**src/rtl/packet_receiver.sv**
```systemverilog
// packet_receiver: parses a byte stream (src_id, dest_id, size, data..., crc)
// and stages each byte into a packet FIFO at its in-packet index. The packet is
// committed with a single winc strobe coincident with the crc byte. Oversized
// packets are drained without writes and flagged with len_err.
//
// Optional feature macro: PKT_CRC_CHECK_EN
//   defined   -> received crc is compared with the running XOR; mismatching
//                packets are not committed and crc_err pulses instead of winc.
//   undefined -> every completed packet commits; crc_err is tied low.
module packet_receiver #(
    parameter int UWIDTH    = 8,
    parameter int PTR_IN_SZ = 4
) (
    input  logic                 clk,
    input  logic                 rst,
    input  logic                 packet_valid,
    input  logic [UWIDTH-1:0]    packet_in,
    output logic                 in_ready,
    input  logic                 wfull,
    output logic                 winc,
    output logic [PTR_IN_SZ-1:0] waddr_in,
    output logic [UWIDTH-1:0]    wdata,
    output logic                 crc_err,
    output logic                 len_err
);

    localparam int unsigned     MAXLEN  = 1 << PTR_IN_SZ;
    // Largest data length that still fits with the 4 framing bytes.
    localparam logic [UWIDTH:0] MAX_DSZ = (UWIDTH + 1)'(MAXLEN - 4);
    localparam logic [UWIDTH:0] CNT_ONE = (UWIDTH + 1)'(1);

    typedef enum logic [2:0] {
        S_IDLE,
        S_HDR,
        S_SIZE,
        S_DATA,
        S_CRC,
        S_DROP
    } state_t;

    state_t                 state_q, state_d;
    logic [UWIDTH-1:0]      dsz_q, dsz_d;
    // Remaining bytes in DATA (data only) or DROP (data + crc); one bit wider
    // than a byte so a dropped packet of size 2^UWIDTH-1 can count crc too.
    logic [UWIDTH:0]        cnt_q, cnt_d;
    logic [UWIDTH-1:0]      crc_q, crc_d;
    logic [PTR_IN_SZ-1:0]   waddr_q, waddr_d;
    logic [UWIDTH-1:0]      wdata_q, wdata_d;
    logic                   winc_q, winc_d;
    logic                   len_err_q, len_err_d;
    logic                   accept;

    // Handshake: wfull only gates the first byte of a packet; held low in reset.
    always_comb begin
        if (rst) begin
            in_ready = 1'b0;
        end else if (state_q == S_IDLE) begin
            in_ready = !wfull;
        end else begin
            in_ready = 1'b1;
        end
    end

    assign accept = packet_valid && in_ready;

`ifdef PKT_CRC_CHECK_EN
    logic crc_err_q, crc_err_d;
`endif

    // Next-state, byte staging, running crc and one-cycle status pulses.
    always_comb begin
        state_d   = state_q;
        dsz_d     = dsz_q;
        cnt_d     = cnt_q;
        crc_d     = crc_q;
        waddr_d   = waddr_q;
        wdata_d   = wdata_q;
        winc_d    = 1'b0;
        len_err_d = 1'b0;
`ifdef PKT_CRC_CHECK_EN
        crc_err_d = 1'b0;
`endif
        if (accept) begin
            // Every byte outside DROP is staged at the next in-packet index;
            // waddr restarts at 0 on the src_id byte.
            if (state_q != S_DROP) begin
                wdata_d = packet_in;
                waddr_d = (state_q == S_IDLE) ? '0 : waddr_q + 1'b1;
            end
            case (state_q)
                S_IDLE: begin
                    crc_d   = packet_in;
                    state_d = S_HDR;
                end
                S_HDR: begin
                    crc_d   = crc_q ^ packet_in;
                    state_d = S_SIZE;
                end
                S_SIZE: begin
                    crc_d = crc_q ^ packet_in;
                    dsz_d = packet_in;
                    if (packet_in == '0) begin
                        state_d = S_CRC;
                    end else if ({1'b0, packet_in} > MAX_DSZ) begin
                        state_d   = S_DROP;
                        len_err_d = 1'b1;
                        cnt_d     = {1'b0, packet_in} + 1'b1;
                    end else begin
                        state_d = S_DATA;
                        cnt_d   = {1'b0, packet_in};
                    end
                end
                S_DATA: begin
                    crc_d = crc_q ^ packet_in;
                    cnt_d = cnt_q - 1'b1;
                    if (cnt_q == CNT_ONE) begin
                        state_d = S_CRC;
                    end
                end
                S_CRC: begin
                    state_d = S_IDLE;
`ifdef PKT_CRC_CHECK_EN
                    if (packet_in == crc_q) begin
                        winc_d = 1'b1;
                    end else begin
                        crc_err_d = 1'b1;
                    end
`else
                    winc_d = 1'b1;
`endif
                end
                S_DROP: begin
                    cnt_d = cnt_q - 1'b1;
                    if (cnt_q == CNT_ONE) begin
                        state_d = S_IDLE;
                    end
                end
                default: begin
                    state_d = S_IDLE;
                end
            endcase
        end
    end

    // State and output registers with synchronous reset.
    always_ff @(posedge clk) begin
        if (rst) begin
            state_q   <= S_IDLE;
            dsz_q     <= '0;
            cnt_q     <= '0;
            crc_q     <= '0;
            waddr_q   <= '0;
            wdata_q   <= '0;
            winc_q    <= 1'b0;
            len_err_q <= 1'b0;
        end else begin
            state_q   <= state_d;
            dsz_q     <= dsz_d;
            cnt_q     <= cnt_d;
            crc_q     <= crc_d;
            waddr_q   <= waddr_d;
            wdata_q   <= wdata_d;
            winc_q    <= winc_d;
            len_err_q <= len_err_d;
        end
    end

`ifdef PKT_CRC_CHECK_EN
    // CRC mismatch pulse register.
    always_ff @(posedge clk) begin
        if (rst) begin
            crc_err_q <= 1'b0;
        end else begin
            crc_err_q <= crc_err_d;
        end
    end

    assign crc_err = crc_err_q;
`else
    assign crc_err = 1'b0;
`endif

    assign winc     = winc_q;
    assign waddr_in = waddr_q;
    assign wdata    = wdata_q;
    assign len_err  = len_err_q;

endmodule

```
**config.mk**
```make
export PLATFORM = sky130hd
export DESIGN_NAME = packet_receiver
export DESIGN_NICKNAME = d
export VERILOG_FILES = /design/src/rtl/packet_receiver.sv
export SDC_FILE = /design/constraint.sdc
export NUM_CORES = 1
export LEC_CHECK = 0
export CORE_UTILIZATION = 45
export DETAILED_ROUTE_END_ITERATION = 8
export PLACE_DENSITY = 0.7
export SYNTH_ARGS = -nofsm -noshare
export SYNTH_HDL_FRONTEND = slang
export SYNTH_SLANG_ARGS = --single-unit
```
**constraint.sdc**
```tcl
create_clock -name clk -period 4.3 [get_ports clk]
set_clock_uncertainty 0.05 [all_clocks]
set_input_delay 0.43 -clock clk [delete_from_list [all_inputs] [get_ports clk]]
set_output_delay 0.43 -clock clk [all_outputs]
set_load 0.05 [all_outputs]
```
==> results of run 1 <==
[flip-flops by register name (all words and copies together), names as in the netlist]
| register | cells |
|---|---|
| state_q | 3 |
| waddr_in | 4 |
| cnt_q | 9 |
| winc | 1 |
| wdata | 8 |
| len_err | 1 |
[final cells by class]
type | count | area [um2]
Fill cell | 309 | 1490
Multi-Input combinational cell | 145 | 967
Sequential cell | 26 | 520
Timing Repair Buffer | 28 | 275
Tap cell | 46 | 57.6
Clock inverter | 1 | 30.0
Clock buffer | 3 | 22.5
Inverter | 6 | 22.5
[how the worst max path moves through the flow]
stage	to	slack, ns	depth (start not counted)
floorplan	in_ready	2.31	3
finish	in_ready	1.70	3
global route	in_ready	1.52	3
detailed placement	cnt_q[1]	1.65	8
global placement	cnt_q[5]	1.73	8
CTS	in_ready	1.70	3
[cells in the mapped netlist (all sizes together), types with 2 or more instances]
library cell | count | share of area (%)
inv | 6 | 1.4
xor2 | 3 | 1.6
nor3b | 3 | 1.4
nand4 | 4 | 1.5
xnor2 | 5 | 2.7
nand2b | 5 | 2.1
nor2b | 4 | 1.5
o211ai | 2 | 0.93
ha | 5 | 3.9
nor2 | 21 | 5.0
or3 | 3 | 1.2
nor4 | 3 | 2.5
a32oi | 2 | 1.1
nor3 | 9 | 2.8
nand3 | 4 | 1.2
nand2 | 10 | 2.3
mux2i | 10 | 6.2
a21oi | 20 | 6.2
clkbuf | 2 | 1.1
a31oi | 5 | 1.9
dfxtp | 26 | 32
buf | 10 | 5.0
a21o | 2 | 0.93
o21ai | 8 | 2.7
a211o | 5 | 2.7
[cells by family after synthesis]
| group | Yosys count |
|---|---|
| mux | 11 |
| buf+inv | 19 |
| other cells | 1 |
| xor+xnor | 8 |
| flops | 26 |
| compound gates | 48 |
| simple gates | 72 |
| fa+ha+maj | 5 |
[where the power goes]
part	switching, mW	internal, mW
Clock	0.0783	0.0944
Sequential	0.00473	0.246
Combinational	0.0510	0.0339
Total	0.134	0.374
[worst max-delay path: stages, from the launching register on]
cell,delay [ns]
dfxtp_1,0.61
nor3_1,0.17
a21oi_1,0.18
clkdlybuf4s50_1,0.82
[layer usage]
layer | up-vias | track usage (%) | wire (um)
li1 | 721 | - | -
met1 | 684 | 25.6 | 1630
met4 | 0 | 9.52 | 72
met2 | 36 | 33.4 | 1670
met3 | 7 | 3.52 | 137
met5 | - | 0 | 0
[stage by stage]
step	cells	utilization, %	power [mW]	hold slack (ns)	worst slack, ns
floorplan	190	-	0.312	0.395	2.31
CTS	255	55.9	0.509	0.433	1.70
global placement	251	54.4	0.338	0.418	1.73
finish	255	55.9	0.508	0.431	1.70
detailed placement	251	54.4	0.340	0.415	1.65
global route	255	55.9	0.526	0.454	1.52
==> impl_metrics.tcl, run 1 <==
set metrics [dict create \
    cp_max_fo 13 \
    drc 0 \
    clockBufferDepth 2 \
    port_buffers 26 \
    worstSetupStartpoint "state_q[0]" \
    ys_ff_latch 26 \
    track_usage_pct 20.3 \
    synth_cells 190 \
    max_cap_violations 0 \
    first_pass_iters 4 \
    grt_pass1_wl_um 5840 \
    synth_top_family_by_area "simple AND/OR/NAND/NOR gates" \
    grt_max_degree 21 \
    ys_types 46 \
    hold_viol 0 \
    place.gp.congestion 0.836 \
    clkTransAtPathRegs_ns 0.15 \
    setup_viol 0 \
    fmax_mhz 385 \
    synth_xor_area_share_pct 4.33 \
    initialDrtViolationCount 96 \
    muxShareOfSynthArea_pct 6.88 \
    cts_setup_buffers 0 \
    worst_setup_path_end_kind "output port" \
    placed_area_um2 1840 \
    timing.rr.end "state_q[2]" \
    numCtsBuffers 3 \
    hold_path.class "reg2reg" \
    drive_gt1_share_pct 7.18 \
    fp.coreArea_um2 3390 \
    postCtsResizedCells 0 \
    root_buffer "clkbuf_4" \
    rrSetupSlack_ns 2.38 \
    synth_nets 207 \
    synth_fa_ha_area_share_pct 3.87 \
    final_area_um2 1900 \
    wire_per_inst_um 13.8 \
    worstRegToRegCells 5 \
    synth_edf_count 0 \
    cts_tree "done" \
    wl_um 3510 \
    crit_required_ns 3.82 \
    rsz0062_at_grt "no" \
    syn_to_final_growth_pct 17.2 \
    ys_seq_area_share_pct 32.2 \
    htree_levels 1 \
    post-route-period-util_pct 60.4 \
    die_h_um 62.0 \
    setup_tns_ns 0 \
    synthFlopType "dfxtp_1" \
    min_path_cells 2 \
    synth_warnings 0 \
    ant_nets 0 \
    slew_viol_final 0 \
    hold_buffers 0 \
    status "finished, final reports clean" \
    ir_drop_mv 0.147 \
    vias_per_cell 5.68 \
    finalCriticalPeriod_ns 2.60 \
    dp_hpwl_um 2610 \
    cts.sinks 26 \
    synth_compound_area_share_pct 19.9 \
    start_util_pct 47.7 \
    synth-simple-area-share_pct 24.6 \
    worstSetupStartpointType "flip-flop" \
    die_area_um2 3840 \
    max_slew_margin_pct 45.9 \
    netlist_area_um2 1620 \
    pin_count 28 \
    r2r-start "state_q[1]" \
    clock_latency_ns 0.33 \
    grt_pass1_vias 1313 \
    layout_common_cells "26 x dfxtp_1, 26 x clkdlybuf4s50_1, 20 x a21oi_1, 20 x nor2_1" \
    num_rows 21 \
    grt_antenna_before_repair 0 \
    grt_overflow 0 \
    layout.nets 227 \
    die_x_um 62.0 \
    hold_start "cnt_q[1]" \
    arrival_ns 2.12 \
    critPathKind "reg2out" \
    hold_end "cnt_q[1]" \
    leakagePower_nw 0.647 \
    avgSynthCellArea_um2 8.51 \
    diodes 0 \
    async_reset_ff_share_pct 0 \
    num_vias 1448 \
    tightest_slew_ns 0.804 \
    p_per_area_nw_per_um2 268 \
]
Power figures use the tool's default switching activity.
==> run 2, diff against run 1 <==
Clock period 4.3 ns to 2.6 ns, I/O delays scaled along.
==> impl_metrics.tcl, run 2 (same netlist as run 1, synthesis figures left out) <==
set metrics [dict create \
    start_util_pct 47.7 \
    hold_path.class "reg2reg" \
    cts.sinks 26 \
    max_cap_violations 0 \
    pin_count 28 \
    die_x_um 62.0 \
    hold_buffers 0 \
    setup_tns_ns 0 \
    arrival_ns 2.23 \
    fp.coreArea_um2 3390 \
    num_rows 21 \
    grt_antenna_before_repair 0 \
    grt_pass1_vias 1287 \
    rrSetupSlack_ns 0.58 \
    timing.rr.end "waddr_in[3]" \
    worstSetupStartpoint "state_q[0]" \
    dp_slack_ns 0.269 \
    largest_register_ffs 9 \
    p_per_area_nw_per_um2 388 \
    grt_max_degree 26 \
    dp_hpwl_um 2630 \
    place.gp.congestion 0.858 \
    max_slew_margin_pct 48.3 \
    diodes 0 \
    root_buffer "clkbuf_4" \
    drc 0 \
    cts_tree "done" \
    numCtsBuffers 3 \
    die_area_um2 3840 \
    clkTransAtPathRegs_ns 0.14 \
    timing.hold.ws_ns 0.439 \
    final_common_cell "dfxtp_1" \
    clock_latency_ns 0.32 \
    port_buffers 26 \
    crit_required_ns 2.81 \
    hold_viol 0 \
    clockBufferDepth 2 \
    postCtsResizedCells 0 \
    initialDrtViolationCount 101 \
    grt_overflow 0 \
    nFillCells 324 \
    worstSetupStartpointType "flip-flop" \
    worstRegToRegCells 6 \
    setup_viol 0 \
    drive_gt1_share_pct 8.53 \
    tightest_slew_ns 0.769 \
    grt_pass1_wl_um 5900 \
    status "finished, final reports clean" \
    leakagePower_nw 0.652 \
    htree_levels 1 \
    cts_setup_buffers 0 \
    first_pass_iters 4 \
    ir_drop_mv 0.288 \
    slew_viol_final 0 \
    rsz0062_at_grt "no" \
    post-route-period-util_pct 77.7 \
    layout.nets 230 \
    fmax_mhz 495 \
    ant_nets 0 \
    critPathKind "reg2reg" \
    regMostFlops "cnt_q" \
    layout_common_cells "26 x dfxtp_1, 25 x clkdlybuf4s50_1, 20 x a21oi_1, 20 x nor2_1" \
    cp-endpoint "waddr_in[3]" \
    r2r-start "state_q[0]" \
    syn_to_final_growth_pct 17.3 \
    layout_setup_ws_ns 0.581 \
    wl_um 3540 \
    wire_per_inst_um 13.8 \
    cp_max_fo 13 \
    finalCriticalPeriod_ns 2.02 \
    num_vias 1437 \
    vias_per_cell 5.59 \
    die_h_um 62.0 \
    track_usage_pct 20.4 \
    worst_setup_path_end_kind "flip-flop" \
]
[run 2: worst min-delay path by stage]
stage | slack, ns | end | cells after the start | startpoint
floorplan | 0.36 | wdata[0] | 2 | packet_in[0]
global placement | 0.42 | cnt_q[1] | 2 | cnt_q[1]
detailed placement | 0.42 | cnt_q[1] | 2 | cnt_q[1]
CTS | 0.44 | cnt_q[1] | 2 | cnt_q[1]
global route | 0.46 | cnt_q[1] | 2 | cnt_q[1]
finish | 0.44 | cnt_q[1] | 2 | cnt_q[1]
[run 2: routing by layer]
metal  part of all wire [%]  GRT usage, %  up-vias  wire [um]
met5                      0             0        -          0
met4                    1.2          5.71        0         42
met3                    3.4          4.55        4        122
met2                     48          34.8       28       1700
met1                     47          25.6      680       1680
li1                       -             -      725          -
[run 2: per-stage QoR]
stage | instances | utilization [%] | total power, mW | area (um2)
floorplan | 190 | - | 0.516 | 1620
global placement | 254 | 55.3 | 0.566 | 1880
detailed placement | 254 | 55.3 | 0.569 | 1880
CTS | 257 | 56.0 | 0.739 | 1900
global route | 257 | 56.0 | 0.768 | 1900
finish | 257 | 56.0 | 0.736 | 1900
[run 2: area by class of cell]
class	count	area, um2	area share, %
Multi-Input combinational cell	145	967	51.0
Sequential cell	26	520	27.4
Timing Repair Buffer	31	308	16.2
Tap cell	46	57.6	3.03
Clock buffer	3	22.5	1.19
Inverter	6	22.5	1.19
[run 2: worst max-delay path, cell delays in order (launching register included)]
cell and delay [ns]:
dfxtp_1 0.63, nor3_1 0.17, a221oi_2 0.41, buf_4 0.28
nand4_1 0.13, xor2_1 0.16, nor3_1 0.12
[run 2: report_power, final]
group	leakage [nW]	switching (mW)	internal, mW
Sequential	0.210	0.00825	0.406
Combinational	0.428	0.0850	0.0612
Clock	0.0138	0.121	0.0543
==> run 3, diff against run 2 <==
Clock period 2.6 ns to 2 ns, I/O delays scaled along.
==> impl_metrics.tcl, run 3 (same netlist as run 1, synthesis figures left out) <==
set metrics [dict create \
    swShare_pct 28.1 \
    largest_register_ffs 9 \
    num_rows 21 \
    tightest_slew_ns 0.517 \
    worstSetupStartpointType "flip-flop" \
    crit_chain "clkdlybuf4s50_1" \
    timing.critical_path.buf_inv 1 \
    cp.depth 1 \
    start_util_pct 47.7 \
    hold_viol 0 \
    num_vias 1522 \
    place.gp.congestion 0.859 \
    hold_start "cnt_q[1]" \
    wire_per_inst_um 13.7 \
    arrival_ns 1.61 \
    max_cap_violations 0 \
    clkTransAtPathRegs_ns 0.14 \
    intPower_mw 0.736 \
    drive_gt1_share_pct 16.1 \
    worstRegToRegCells 5 \
    p_per_area_nw_per_um2 500 \
    timing.hold.ws_ns 0.443 \
    die_h_um 62.0 \
    hold_buffers 0 \
    layout.nets 248 \
    pin_count 28 \
    placed_area_um2 2010 \
    post-route-period-util_pct 92.9 \
    clock_latency_ns 0.32 \
    wl_um 3790 \
    initialDrtViolationCount 99 \
    numCtsBuffers 3 \
    slowest_stage "clkdlybuf4s50_1" \
    ir_drop_mv 0.311 \
    seqPwrFrac_pct 52.4 \
    fp.coreArea_um2 3390 \
    first_pass_iters 6 \
    clockBufferDepth 2 \
    vias_per_cell 5.51 \
    cts.sinks 26 \
    dp_hpwl_um 2900 \
    root_buffer "clkbuf_4" \
    final_area_um2 2050 \
    worst_setup_path_end_kind "output port" \
    critPathMaxStageDelay_ns 0.84 \
    post-route-util_pct 60.4 \
    netSwitchingPower_mw 0.288 \
    port_buffers 26 \
    rsz0062_at_grt "no" \
    critPathKind "reg2out" \
    cp_top_family "buffers and inverters" \
    grt_max_degree 26 \
    cp_max_fo 5 \
    grt_overflow 0 \
    finalCriticalPeriod_ns 1.86 \
    die_area_um2 3840 \
    hold_path.class "reg2reg" \
    r2r-start "state_q[1]" \
    ant_nets 0 \
    track_usage_pct 22.0 \
    postCtsResizedCells 0 \
    power.share.combinational_pct 20.9 \
    syn_to_final_growth_pct 26.5 \
    place_inst 272 \
    cts_setup_buffers 0 \
    die_x_um 62.0 \
    leakagePower_nw 0.744 \
    worstSetupStartpoint "waddr_in[0]" \
    min_path_cells 2 \
    crit_required_ns 1.75 \
    grt_pass1_vias 1457 \
    layout_common_cells "26 x dfxtp_1, 25 x clkdlybuf4s50_1, 23 x buf_4, 20 x a21oi_1, 20 x nor2_1" \
    htree_levels 1 \
    nFillCells 305 \
    grt_antenna_before_repair 0 \
    clockPowerShare_pct 26.7 \
    drc 0 \
    setup_viol 0 \
    fin_cells 276 \
    regMostFlops "cnt_q" \
    max_slew_margin_pct 65.4 \
    final_common_cell "dfxtp_1" \
    status "finished, final reports clean" \
    slew_viol_final 0 \
    fmax_mhz 538 \
    grt_pass1_wl_um 6300 \
    diodes 0 \
    cts_tree "done" \
]
[run 3: per-stage QoR]
| stage | setup slack (ns) | total power, mW | setup TNS, ns |
|---|---|---|---|
| 2_1_floorplan | 0.396 | 0.671 | 0 |
| 3_3_place_gp | -0.0984 | 0.757 | -0.593 |
| 3_5_place_dp | -0.126 | 0.762 | -0.923 |
| 4_1_cts | 0.125 | 1.03 | 0 |
| 5_1_grt | 0.0505 | 1.07 | 0 |
| 6_report | 0.143 | 1.02 | 0 |
[run 3: layer usage]
metal | track usage, % | routed length [um] | part of all wire [%]
met3 | 3.11 | 155 | 4.1
met1 | 26.9 | 1650 | 43
met2 | 40.1 | 1950 | 51
met4 | 5.71 | 34 | 0.90
met5 | 0 | 0 | 0
[run 3: power groups by stage]
stage          clock network (mW)  logic (mW)  registers, mW
6_report                    0.273       0.214          0.537
5_1_grt                     0.304       0.229          0.539
2_1_floorplan                   0       0.102          0.569
3_5_place_dp                    0       0.213          0.548
4_1_cts                     0.280       0.214          0.537
3_3_place_gp                    0       0.209          0.547
[run 3: cell type report]
class / count / area, um2 / area share [%]
multi-input cells: 145 / 967 / 47.2
flip-flops and latches: 26 / 520 / 25.4
repair buffers: 49 / 443 / 21.6
well taps: 46 / 57.6 / 2.81
clock buffers: 4 / 36.3 / 1.77
inverters: 6 / 22.5 / 1.10
[run 3: worst paths after layout]
check                           slack (ns)     endpoint
worst max register to register        0.23     wdata[1]
worst max-delay path                  0.14  waddr_in[0]
worst min register to register        0.44     cnt_q[1]
worst min-delay path                  0.44     cnt_q[1]
